**config.mk**
```make
export PLATFORM = sky130hd
export DESIGN_NAME = text_console_writer
export DESIGN_NICKNAME = d
export VERILOG_FILES = /design/src/rtl/console_pkg.sv /design/src/rtl/console_row_clearer.sv /design/src/rtl/text_console_writer.sv
export SDC_FILE = /design/constraint.sdc
export NUM_CORES = 1
export LEC_CHECK = 0
export CORE_MARGIN = 2
export CORE_UTILIZATION = 50
export DETAILED_ROUTE_END_ITERATION = 10
export PLACE_DENSITY = 0.74
export SLEW_MARGIN = 20
export SYNTH_ARGS = -nofsm -noshare
export SYNTH_HDL_FRONTEND = slang
export SYNTH_SLANG_ARGS = --single-unit
export TNS_END_PERCENT = 10
```
**constraint.sdc**
```tcl
create_clock -name CLK -period 5.55 [get_ports CLK]
set_input_delay 0.555 -clock CLK [delete_from_list [all_inputs] [get_ports CLK]]
set_output_delay 0.555 -clock CLK [all_outputs]
set_load 0.05 [all_outputs]
```
**src/rtl/console_pkg.sv**
```systemverilog
// Shared constants, state encoding and row arithmetic for the text console writer.
package console_pkg;

  localparam int unsigned COLS_DEF = 80;
  localparam int unsigned ROWS_DEF = 30;

  localparam logic [7:0] CC_BS      = 8'h08;
  localparam logic [7:0] CC_LF      = 8'h0A;
  localparam logic [7:0] CC_FF      = 8'h0C;
  localparam logic [7:0] CC_CR      = 8'h0D;
  localparam logic [7:0] CHAR_BLANK = 8'h20;

  typedef enum logic [1:0] {
    ST_CLEAR   = 2'd0,
    ST_IDLE    = 2'd1,
    ST_LINECLR = 2'd2
  } state_e;

  // (a + b) mod n for a, b < n: a single compare/subtract instead of a divider.
  function automatic logic [4:0] wrap_add(input logic [4:0] a, input logic [4:0] b,
                                          input int unsigned n);
    logic [5:0] s;
    s = {1'b0, a} + {1'b0, b};
    if (s >= 6'(n)) s = s - 6'(n);
    return s[4:0];
  endfunction

  function automatic logic is_printable(input logic [7:0] c);
    return (c >= 8'h20) && (c <= 8'h7E);
  endfunction

endpackage

```
**src/rtl/console_row_clearer.sv**
```systemverilog
// Emits count_i consecutive blank-cell write strobes starting at base_i, one per cycle.
module console_row_clearer #(
  parameter int unsigned ADDR_W = 12
) (
  input  logic              clk_i,
  input  logic              rst_i,
  input  logic              start_i,
  input  logic [ADDR_W-1:0] base_i,
  input  logic [ADDR_W-1:0] count_i,
  output logic              wr_en_o,
  output logic [ADDR_W-1:0] wr_addr_o,
  output logic              last_o
);

  logic              active_q, active_d;
  logic [ADDR_W-1:0] addr_q, addr_d;
  logic [ADDR_W-1:0] left_q, left_d;

  // left_q counts the writes still to come after the one currently on the outputs.
  always_comb begin
    active_d = active_q;
    addr_d   = addr_q;
    left_d   = left_q;
    if (start_i) begin
      active_d = 1'b1;
      addr_d   = base_i;
      left_d   = count_i - ADDR_W'(1);
    end else if (active_q) begin
      if (left_q == '0) begin
        active_d = 1'b0;
      end else begin
        addr_d = addr_q + ADDR_W'(1);
        left_d = left_q - ADDR_W'(1);
      end
    end
  end

  // NOTE: state registers use non-blocking assignments so every flop samples pre-edge values.
  always_ff @(posedge clk_i or posedge rst_i) begin
    if (rst_i) begin
      active_q <= 1'b0;
      addr_q   <= '0;
      left_q   <= '0;
    end else begin
      active_q <= active_d;
      addr_q   <= addr_d;
      left_q   <= left_d;
    end
  end

  assign wr_en_o   = active_q;
  assign wr_addr_o = addr_q;
  assign last_o    = active_q && (left_q == '0);

endmodule

```
**src/rtl/text_console_writer.sv**
```systemverilog
// Byte-stream writer for the text-mode character memory: cursor, control codes,
// line wrap and pointer-based scrolling.
module text_console_writer
  import console_pkg::*;
#(
  parameter int unsigned COLS         = COLS_DEF,
  parameter int unsigned ROWS         = ROWS_DEF,
  parameter logic [7:0]  DEFAULT_ATTR = 8'h07,
  parameter int unsigned ADDR_W       = 12
) (
  input  logic              CLK,
  input  logic              RST,
  input  logic [7:0]        IN_CHAR,
  input  logic [7:0]        IN_ATTR,
  input  logic              IN_VALID,
  output logic              IN_READY,
  output logic              WR_EN,
  output logic [ADDR_W-1:0] WR_ADDR,
  output logic [7:0]        WR_CHAR,
  output logic [7:0]        WR_ATTR,
  output logic [6:0]        CUR_COL,
  output logic [4:0]        CUR_ROW,
  output logic [4:0]        TOP_ROW
);

  state_e            state_q, state_d;
  logic [6:0]        col_q, col_d;
  logic [4:0]        row_q, row_d;
  logic [4:0]        top_q, top_d;
  logic              pend_q, pend_d;
  logic              wr_en_q, wr_en_d;
  logic [ADDR_W-1:0] wr_addr_q, wr_addr_d;
  logic [7:0]        wr_char_q, wr_char_d;
  logic [7:0]        wr_attr_q, wr_attr_d;

  logic              clr_start;
  logic [ADDR_W-1:0] clr_base, clr_count;
  logic              clr_en, clr_last;
  logic [ADDR_W-1:0] clr_addr;
  logic [4:0]        phys_row;
  logic [ADDR_W-1:0] cur_addr;
  logic              newline;

  assign phys_row = wrap_add(row_q, top_q, ROWS);
  assign cur_addr = ADDR_W'(phys_row) * ADDR_W'(COLS) + ADDR_W'(col_q);

  // pend_q defers a clear by one cycle: after reset/FF, and when a printable's own
  // write must go out before the scroll clear starts.
  // NOTE: every always_comb output gets a default first so no latch is inferred.
  always_comb begin
    state_d   = state_q;
    col_d     = col_q;
    row_d     = row_q;
    top_d     = top_q;
    pend_d    = pend_q;
    wr_en_d   = 1'b0;
    wr_addr_d = wr_addr_q;
    wr_char_d = wr_char_q;
    wr_attr_d = wr_attr_q;
    clr_start = 1'b0;
    clr_base  = ADDR_W'(top_q) * ADDR_W'(COLS);
    clr_count = ADDR_W'(COLS);
    newline   = 1'b0;

    case (state_q)
      ST_CLEAR: begin
        if (pend_q) begin
          clr_start = 1'b1;
          clr_base  = '0;
          clr_count = ADDR_W'(COLS * ROWS);
          pend_d    = 1'b0;
        end else if (clr_last) begin
          state_d = ST_IDLE;
          col_d   = '0;
          row_d   = '0;
          top_d   = '0;
        end
      end

      ST_LINECLR: begin
        if (pend_q) begin
          clr_start = 1'b1;
          top_d     = wrap_add(top_q, 5'd1, ROWS);
          pend_d    = 1'b0;
        end else if (clr_last) begin
          state_d = ST_IDLE;
        end
      end

      default: begin
        if (IN_VALID) begin
          if (is_printable(IN_CHAR)) begin
            wr_en_d   = 1'b1;
            wr_addr_d = cur_addr;
            wr_char_d = IN_CHAR;
            wr_attr_d = IN_ATTR;
            if (col_q == 7'(COLS - 1)) begin
              col_d   = '0;
              newline = 1'b1;
            end else begin
              col_d = col_q + 7'd1;
            end
          end else begin
            case (IN_CHAR)
              CC_LF: begin
                col_d   = '0;
                newline = 1'b1;
              end
              CC_CR: col_d = '0;
              CC_BS: if (col_q != '0) col_d = col_q - 7'd1;
              CC_FF: begin
                state_d = ST_CLEAR;
                pend_d  = 1'b1;
              end
              default: ;
            endcase
          end

          if (newline) begin
            if (row_q != 5'(ROWS - 1)) begin
              row_d = row_q + 5'd1;
            end else begin
              state_d = ST_LINECLR;
              if (wr_en_d) begin
                pend_d = 1'b1;
              end else begin
                clr_start = 1'b1;
                top_d     = wrap_add(top_q, 5'd1, ROWS);
              end
            end
          end
        end
      end
    endcase
  end

  always_ff @(posedge CLK or posedge RST) begin
    if (RST) begin
      state_q   <= ST_CLEAR;
      col_q     <= '0;
      row_q     <= '0;
      top_q     <= '0;
      pend_q    <= 1'b1;
      wr_en_q   <= 1'b0;
      wr_addr_q <= '0;
      wr_char_q <= '0;
      wr_attr_q <= '0;
    end else begin
      state_q   <= state_d;
      col_q     <= col_d;
      row_q     <= row_d;
      top_q     <= top_d;
      pend_q    <= pend_d;
      wr_en_q   <= wr_en_d;
      wr_addr_q <= wr_addr_d;
      wr_char_q <= wr_char_d;
      wr_attr_q <= wr_attr_d;
    end
  end

  console_row_clearer #(.ADDR_W(ADDR_W)) u_clearer (
    .clk_i     (CLK),
    .rst_i     (RST),
    .start_i   (clr_start),
    .base_i    (clr_base),
    .count_i   (clr_count),
    .wr_en_o   (clr_en),
    .wr_addr_o (clr_addr),
    .last_o    (clr_last)
  );

  // The clearer and the printable path never overlap, so a plain mux suffices.
  assign IN_READY = (state_q == ST_IDLE);
  assign WR_EN    = clr_en | wr_en_q;
  assign WR_ADDR  = clr_en ? clr_addr : wr_addr_q;
  assign WR_CHAR  = clr_en ? CHAR_BLANK : wr_char_q;
  assign WR_ATTR  = clr_en ? DEFAULT_ATTR : wr_attr_q;
  assign CUR_COL  = col_q;
  assign CUR_ROW  = row_q;
  assign TOP_ROW  = top_q;

endmodule

```
==> key figures <==
Clock network
  • Sink Count: 74
  • H-tree depth: 3
  • Clock Pin Slew Worst Setup and Hold Paths: 80 ps
  • CTS Buffer Depth: 2
  • Post-CTS Hold Fix Bufs: 0
  • Clk_lat worst skew: 340 ps
  • Root Driver: clkbuf_8
  • CTS Buf Count: 9
  • CTS tree: built
  • Post-CTS Setup Inserts: 0
  • Post-CTS Resized: 0

Worst setup path
  • CP top delay family: adder cells
  • Required @ worst endpoint: 5810 ps
  • Highest net fanout along the worst path: 11
  • CP max-delay cell: dfrtp_1
  • Setup Crit Path Kind: flop to flop
  • Sum of buffers and inverters on the critical path: 0
  • CP Capture Type: flop
  • CP peak stage delay: 530 ps
  • Worst path most repeated cell: ha_1
  • WP data arrival: 4620 ps
  • R2R Setup Slk: 1190 ps
  • CP cell instances: ha_1 -> fa_1 -> xor2_1 -> ha_1 -> and3_1 -> a221oi_2 -> or2_2 -> ha_1 -> ha_1 -> fa_1 -> nand2_1 -> nor2_1 -> and2_1 -> and4_1 -> o211a_1 -> nor3_1
  • Worst setup SP type: flop

Placed design
  • Post-DP HPWL: 8520 microns
  • Placed cell areas: 5690 sq um
  • Placed cell count: 738
  • GPL Wtd Cong: 0.865
  • PortBufs: 65

Routing
  • Drt total wl: 11700 microns
  • DRC: 0
  • DR pass1 iterations: 5
  • WL per Instance: 15.6 microns
  • Vias: 4262
  • Iter 0 DRT Violations: 250
  • Detail Route Antenna Nets: 0
  • Via-per-instance ratio: 5.66

Final layout
  • Final core occ: 0.607
  • Area occupied by registers: 1850 sq um
  • Diode count: 0
  • Multi-input gate area in the final layout: 2920 sq um
  • Fin area: 5900 sq um
  • Area delta synth->final: 18.8%
  • Fin cells: 753
  • Most frequent cells in the layout: 102 x nand2_1, 73 x dfrtp_1, 65 x clkdlybuf4s50_1, 39 x o21ai_0, 37 x nor2_1
  • Final #Nets: 670
  • Share of cells above drive strength 1: 0.0952
  • Fill cells: 878
  • Commonest non-fill, non-tap cell in the layout: nand2_1

Synthesis
  • Post-synth cell types: 72
  • Async set or reset register ratio after synthesis: 1.00
  • Synth warn: 0
  • Top_reg_cell synth: dfrtp_1
  • Synthesized area: 4970 sq um
  • Mapped Nets: 618
  • Post-synthesis sequential area ratio: 0.373
  • Syn avg cell area: 8.81 sq um
  • #FFs+latches synth: 74
  • Mapped Cells: 564
  • EDFF count, synth: 0

Global route
  • Grt ovf: 0
  • GRT Util Overall: 0.222
  • Vias in the first global route: 4144
  • Largest net degree at the start of global routing: 75
  • First-pass GRT wire length: 19900 microns
  • Initial antenna violation count: 0

Die
  • DIE WIDTH: 104 microns
  • Die H: 104 microns
  • Starting Density: 0.511
  • Core box area: 9730 sq um
  • I/O Pins: 66
  • Die area: 10800 sq um
  • Row Count: 36

Timing
  • Setup_tns: 0 ps
  • # setup viols final: 0
  • Slew HR: 0.342
  • Worst Clk Skew: 9.97 ps
  • Unrepaired setup endpoints after global routing: no
  • Max Slew Vio Count: 0
  • Final period utilization: 0.786
  • Fin crit period: 4360 ps
  • Worst Tran Pin Value: 987 ps
  • FMAX: 229 MHz
  • Hold Slack: 476 ps
  • Hold Vio Cnt, Final: 0

Outcome
  • Status: completed

Power and ir drop
  • Total power divided by cell area: 343 nW/um^2
  • Leakage power: 0.00263 uW
  • Peak supply drop: 0.189 mV

Min path
  • Hold Path Class: flop to flop

Flow run
  • Max Cap Violations: 0
final timing paths:
path                       cells past startpoint                      from                         to
max in group asynchronous                      3                       RST     CUR_COL[1]$_DFFE_PP0P_
setup / recovery                              16    TOP_ROW[0]$_DFFE_PP0P_  wr_addr_q[11]$_DFFE_PP0P_
setup reg to reg                              16    TOP_ROW[0]$_DFFE_PP0P_  wr_addr_q[11]$_DFFE_PP0P_
hold / removal                                 2  wr_char_q[6]$_DFFE_PP0P_   wr_char_q[6]$_DFFE_PP0P_
min in group asynchronous                      3                       RST   wr_char_q[7]$_DFFE_PP0P_
hold reg to reg                                2  wr_char_q[6]$_DFFE_PP0P_   wr_char_q[6]$_DFFE_PP0P_
per-stage QoR:
stage	total power, uW	worst slack [ps]
2_1_floorplan	1340	1250
3_3_place_gp	1550	1210
3_5_place_dp	1570	1100
4_1_cts	2030	1190
5_1_grt	2140	886
6_report	2020	1190
synth_stat cells (4+ instances only):
cell type / number / share of area
nand2_1: 102 / 0.077
dfrtp_1: 73 / 0.37
buf_4: 4 / 0.0060
mux2_2: 12 / 0.027
nand3_1: 22 / 0.022
xor2_1: 19 / 0.033
clkbuf_1: 16 / 0.012
inv_1: 19 / 0.014
a21oi_1: 19 / 0.019
and3_1: 5 / 0.0063
o21ai_0: 39 / 0.039
o22a_1: 4 / 0.0070
nor2b_1: 17 / 0.021
nand4_1: 12 / 0.015
fa_1: 4 / 0.016
a21o_1: 6 / 0.0091
ha_1: 31 / 0.078
nor3_1: 8 / 0.0081
a31oi_1: 8 / 0.010
nor2_1: 37 / 0.028
and2_1: 5 / 0.0063
o31ai_1: 5 / 0.0076
xnor2_1: 17 / 0.030
or2_2: 10 / 0.013
area by class of cell:
cell class                      count  area share
Inverter                           19      0.0121
Sequential cell                    74       0.314
Tap cell                          133      0.0282
Clock buffer                        9      0.0210
Clock inverter                      6      0.0157
Timing Repair Buffer               68       0.114
Multi-Input combinational cell    444       0.495
logic make-up (layout without fill, tap and decap cells):
kind of cell | count (synthesis) | after routing | synth area share
simple gates | 243 | 243 | 0.238
fa+ha+maj | 35 | 35 | 0.0942
flops | 74 | 74 | 0.373
mux | 14 | 14 | 0.0312
buf+inv | 46 | 102 | 0.0388
compound gates | 116 | 116 | 0.161
xor+xnor | 36 | 36 | 0.0634
worst min-delay path, delay by kind of cell (launching register included):
family	cells	cell delay [ps]
and+or+nand+nor	2	100
DFF	1	350
per-layer routing:
| layer | vias to the layer above | global-route usage | wire length (microns) |
|---|---|---|---|
| li1 | 2084 | - | - |
| met1 | 2064 | 0.312 | 5630 |
| met2 | 101 | 0.356 | 5460 |
| met3 | 13 | 0.0334 | 497 |
| met4 | 0 | 0.0666 | 139 |
| met5 | - | 0 | 0 |
where the power goes:
group	switching [uW]	leakage, uW	internal [uW]
Sequential	125	0.000940	650
Combinational	489	0.00159	303
Clock	205	0.000102	252
sequential cells by signal, indices dropped and copies added, names as in the netlist:
signal / cells
pend_q: 1
u_clearer.wr_en_o: 1
u_clearer.left_q: 12
CUR_ROW: 5
wr_addr_q: 12
TOP_ROW: 5
wr_attr_q: 8
state_q: 2
wr_char_q: 8
CUR_COL: 7
u_clearer.wr_addr_o: 12
wr_en_q: 1
Power figures use the tool's default switching activity.
==> RTL change 1 (same settings) <==
The 3 states of `state_e` get a one-hot encoding in 3 bits.
--- a/src/rtl/console_pkg.sv
+++ b/src/rtl/console_pkg.sv
@@ -10,10 +10,10 @@
   localparam logic [7:0] CC_CR      = 8'h0D;
   localparam logic [7:0] CHAR_BLANK = 8'h20;
 
-  typedef enum logic [1:0] {
-    ST_CLEAR   = 2'd0,
-    ST_IDLE    = 2'd1,
-    ST_LINECLR = 2'd2
+  typedef enum logic [2:0] {
+    ST_CLEAR   = 3'b001,
+    ST_IDLE    = 3'b010,
+    ST_LINECLR = 3'b100
   } state_e;
 
   // (a + b) mod n for a, b < n: a single compare/subtract instead of a divider.
Function: no difference found for any inputs over 10 cycles, from zero or initial values and one cycle with RST high; not proved beyond that.
==> RTL change 1 against the original RTL <==
- via count up 5.0%
- power up 25%
- design area up 2.1%
- combinational power up 60%
- sequential cell count up 1
- setup slack worse by 0.077 ns
- wire length up 7.9%
- die area up 2.9%
- area after synthesis up 3.0%
- count of clock-buffer cells in the layout up 1
- critical path type unchanged
- critical endpoint unchanged
- largest cell class unchanged
==> RTL change 1: results <==
metrics = {
    "worst_setup_path": {
        "critPathMaxFanout": 9,
        "r2r_setup_slack_ns": 1.11,
        "crit_path_end": "wr_addr_q[11]",
        "worstPathArrival_ns": 4.63,
        "max_stage_delay_ns": 0.49,
    },
    "placed_design": {
        "placed_area_sq_mm": 0.005838,
        "dp_cells": 766,
        "place.gp.congestion": 0.9008,
        "hpwl_mm": 9.089,
    },
    "final_layout": {
        "num-nets-final": 697,
        "drive_above_1_share": 0.08320,
        "instances_no_fill": 782,
    },
    "detailed_routing": {
        "met3_length_um": 437,
        "wl_met2_mm": 5.952,
        "viasPerCell": 5.720,
        "wl_met1_mm": 5.975,
        "drtIter0Drc": 186,
    },
    "status": {
        "status": "finished, final reports clean",
    },
    "yosys": {
        "synth_cells": 592,
        "synth-compound-area-share": 0.1547,
        "syn_nets": 645,
        "muxShareOfSynthArea": 0.03249,
        "yosys_warnings": 0,
        "synth_commonest_cells": "nand2_1, dfrtp_1, o21ai_0, nor2_1, ha_1",
        "ys_seq_area_frac": 0.3670,
        "ys_top_cells_by_area": "dfrtp_1, nand2_1, ha_1, o21ai_0, xor2_1",
        "synth_fa_ha_area_frac": 0.09089,
    },
    "power": {
        "leakage_nw": 2.592,
        "switching_share": 0.4543,
        "ir_drop_uv": 610.2,
    },
    "global_routing": {
        "use_met1": 0.3359,
        "first_global_vias": 4235,
        "grtUsageTotal": 0.2375,
        "grt_pass1_wl_mm": 21.39,
        "use_met3": 0.03493,
        "grtUsageMet2": 0.3668,
        "grt_max_degree": 76,
    },
    "sta": {
        "fin_skew_ns": 0.01258,
        "fmax_ghz": 0.2252,
        "holdWs_ns": 0.4740,
    },
    "worst_hold_path": {
        "min_to": "wr_attr_q[0]",
        "min_from": "wr_attr_q[0]",
    },
    "clock_tree": {
        "clk_latency_ns": 0.36,
    },
}
==> RTL change 1: changes by cell type in the layout (fill, tap and decap cells not counted), moves of 4 or more <==
cell and delta:
a21oi_1 +10, nand2_1 +9, a31oi_1 -7, nand3_1 -5, or3_1 +5, xor2_1 +5
a22o_1 +4, a22oi_1 +4, nor2_1 +4
==> RTL change 1: final cells by class <==
| cell class | count | area (sq um) |
|---|---|---|
| repair buffers | 69 | 680.7 |
| well taps | 133 | 166.4 |
| clock inverters | 6 | 47.55 |
| inverters | 18 | 67.56 |
| fillers | 870 | 3835 |
| clock buffers | 10 | 137.6 |
| multi-input cells | 471 | 3050 |
| flip-flops and latches | 75 | 1879 |
==> RTL change 1: power by group through the flow <==
stage                     registers [mW]  clock network, mW  logic, mW
after detailed placement           0.867                  0       1.26
after global routing               0.886              0.432       1.41
after floorplan                    0.886                  0      0.891
after CTS                          0.859              0.409       1.27
final                              0.861              0.397       1.27
after global placement             0.859                  0       1.22
==> RTL change 2 (same settings) <==
Made on the original files. `ADDR_W` is set to 12 in 2 places; all go to 13.
--- a/src/rtl/console_row_clearer.sv
+++ b/src/rtl/console_row_clearer.sv
@@ -1,6 +1,6 @@
 // Emits count_i consecutive blank-cell write strobes starting at base_i, one per cycle.
 module console_row_clearer #(
-  parameter int unsigned ADDR_W = 12
+  parameter int unsigned ADDR_W = 13
 ) (
   input  logic              clk_i,
   input  logic              rst_i,
--- a/src/rtl/text_console_writer.sv
+++ b/src/rtl/text_console_writer.sv
@@ -6,7 +6,7 @@
   parameter int unsigned COLS         = COLS_DEF,
   parameter int unsigned ROWS         = ROWS_DEF,
   parameter logic [7:0]  DEFAULT_ATTR = 8'h07,
-  parameter int unsigned ADDR_W       = 12
+  parameter int unsigned ADDR_W       = 13
 ) (
   input  logic              CLK,
   input  logic              RST,
Interface: changed (resized WR_ADDR); port bits go from 66 to 67. No check against the original RTL was run, so the function may have changed too.
==> RTL change 2 against the original RTL <==
- wire length is 6.4% higher
- global-route usage up 0.63 points
- non-clock buffer count grew 2
- design area rose by 3.1%
- die area rose by 3.8%
- worst hold slack lost 0.0032 ns
- area after synthesis rose by 3.9%
- sequential cell count rose by 3
- first-iteration DRC count is 7.2% lower
- setup slack worse by 0.15 ns
- power rose by 34%
- sequential share of layout area increased by 0.32 points
- critical path type unchanged
==> RTL change 2: results <==
metrics = {
    "status": {
        "status": "finished, final reports clean",
    },
    "worst_hold_path": {
        "worstHoldPathType": "flip-flop to flip-flop",
    },
    "detailed_routing": {
        "postRouteWirelength_mm": 12.48,
        "vias": 4467,
        "drt_pass1_iterations": 5,
        "drtIter0Drc": 232,
        "wire_per_inst_um": 15.72,
    },
    "worst_setup_path": {
        "critPathMaxFanout": 9,
        "slowest_stage": "dfrtp_1",
        "crit_family": "compound AO/OA/AOI/OAI gates",
        "reg2reg_depth": 17,
        "worstPathArrival_ns": 4.79,
    },
    "clock_tree": {
        "numCtsBuffers": 9,
        "cts_buffer_depth": 2,
        "clk_latency_ns": 0.35,
    },
    "yosys": {
        "ys_top_cells_by_area": "dfrtp_1, ha_1, nand2_1, nor2_1, a21oi_1",
        "synth.distinct_cells": 69,
        "syn_nets": 650,
        "synth_commonest_cells": "nand2_1, dfrtp_1, nor2_1, a21oi_1, inv_1",
        "synth_cells": 597,
        "async_flop_share": 1.000,
        "ys_seq_area_frac": 0.3734,
        "synthFlopType": "dfrtp_1",
    },
    "final_layout": {
        "diodes": 0,
        "num-nets-final": 706,
        "n_fill_cell": 920,
        "drive_above_1_share": 0.08511,
    },
    "global_routing": {
        "grtUsageTotal": 0.2280,
        "grt_pass1_wl_mm": 20.40,
        "first_global_vias": 4298,
        "antenna_found_initial": 0,
        "grt_max_degree": 56,
    },
    "sta": {
        "setup_viol_count_final": 0,
        "fin_skew_ns": 0.007805,
        "tightest_slew_ns": 1.056,
    },
    "power": {
        "leakage_nw": 2.693,
        "ir_drop_uv": 303.2,
    },
    "placed_design": {
        "place.gp.congestion": 0.8648,
        "port_buffers": 66,
        "pre_cts_ws_ns": 1.081,
        "dp_cells": 778,
        "hpwl_mm": 9.338,
    },
}
## RTL change 2: cells by family after synthesis
group                    synth area share
flip-flops                         0.3734
AND/OR/NAND/NOR                    0.2418
AO/OA/AOI/OAI                      0.1565
multiplexers                      0.03610
buffers and inverters             0.04774
XOR/XNOR                          0.05428
adder cells (fa/ha/maj)           0.09014
## RTL change 2: report_power, final
group	total (mW)	internal [mW]	switching, mW
registers	0.945	0.722	0.223
clock network	0.398	0.169	0.229
logic	1.37	0.542	0.825
## RTL change 2: final timing paths
kind / startpoint / endpoint / slack (ns)
worst max-delay path: TOP_ROW[0] / wr_addr_q[11] / 1.04
worst min-delay path: wr_attr_q[2] / wr_attr_q[2] / 0.47
worst max register to register: TOP_ROW[0] / wr_addr_q[11] / 1.04
worst min register to register: wr_attr_q[2] / wr_attr_q[2] / 0.47
max in group asynchronous: RST / u_clearer.wr_en_o / 3.90
min in group asynchronous: RST / wr_attr_q[7] / 0.54
## RTL change 2: final cells by class
cell class,count,area [sq um],share of cell area
clock buffers,9,123.9,0.02036
flip-flops and latches,77,1929,0.3171
multi-input cells,462,2989,0.4913
repair buffers,70,690.7,0.1135
well taps,136,170.2,0.02797
inverters,33,123.9,0.02036
clock inverters,7,57.56,0.009459
## RTL change 2: routing by layer
metal / up-vias / track usage / share of wire
met5: - / 0 / 0
met2: 112 / 0.3917 / 0.50
li1: 2191 / - / -
met4: 0 / 0.07989 / 0.016
met1: 2149 / 0.2949 / 0.44
met3: 15 / 0.03092 / 0.041
## RTL change 2: per-stage QoR
| step | instance area (sq um) | hold slack, ns |
|---|---|---|
| final | 6085 | 0.4732 |
| after floorplan | 5164 | 0.4379 |
| after CTS | 6083 | 0.4768 |
| after global placement | 5902 | 0.4517 |
| after global routing | 6085 | 0.5011 |
| after detailed placement | 5902 | 0.4552 |
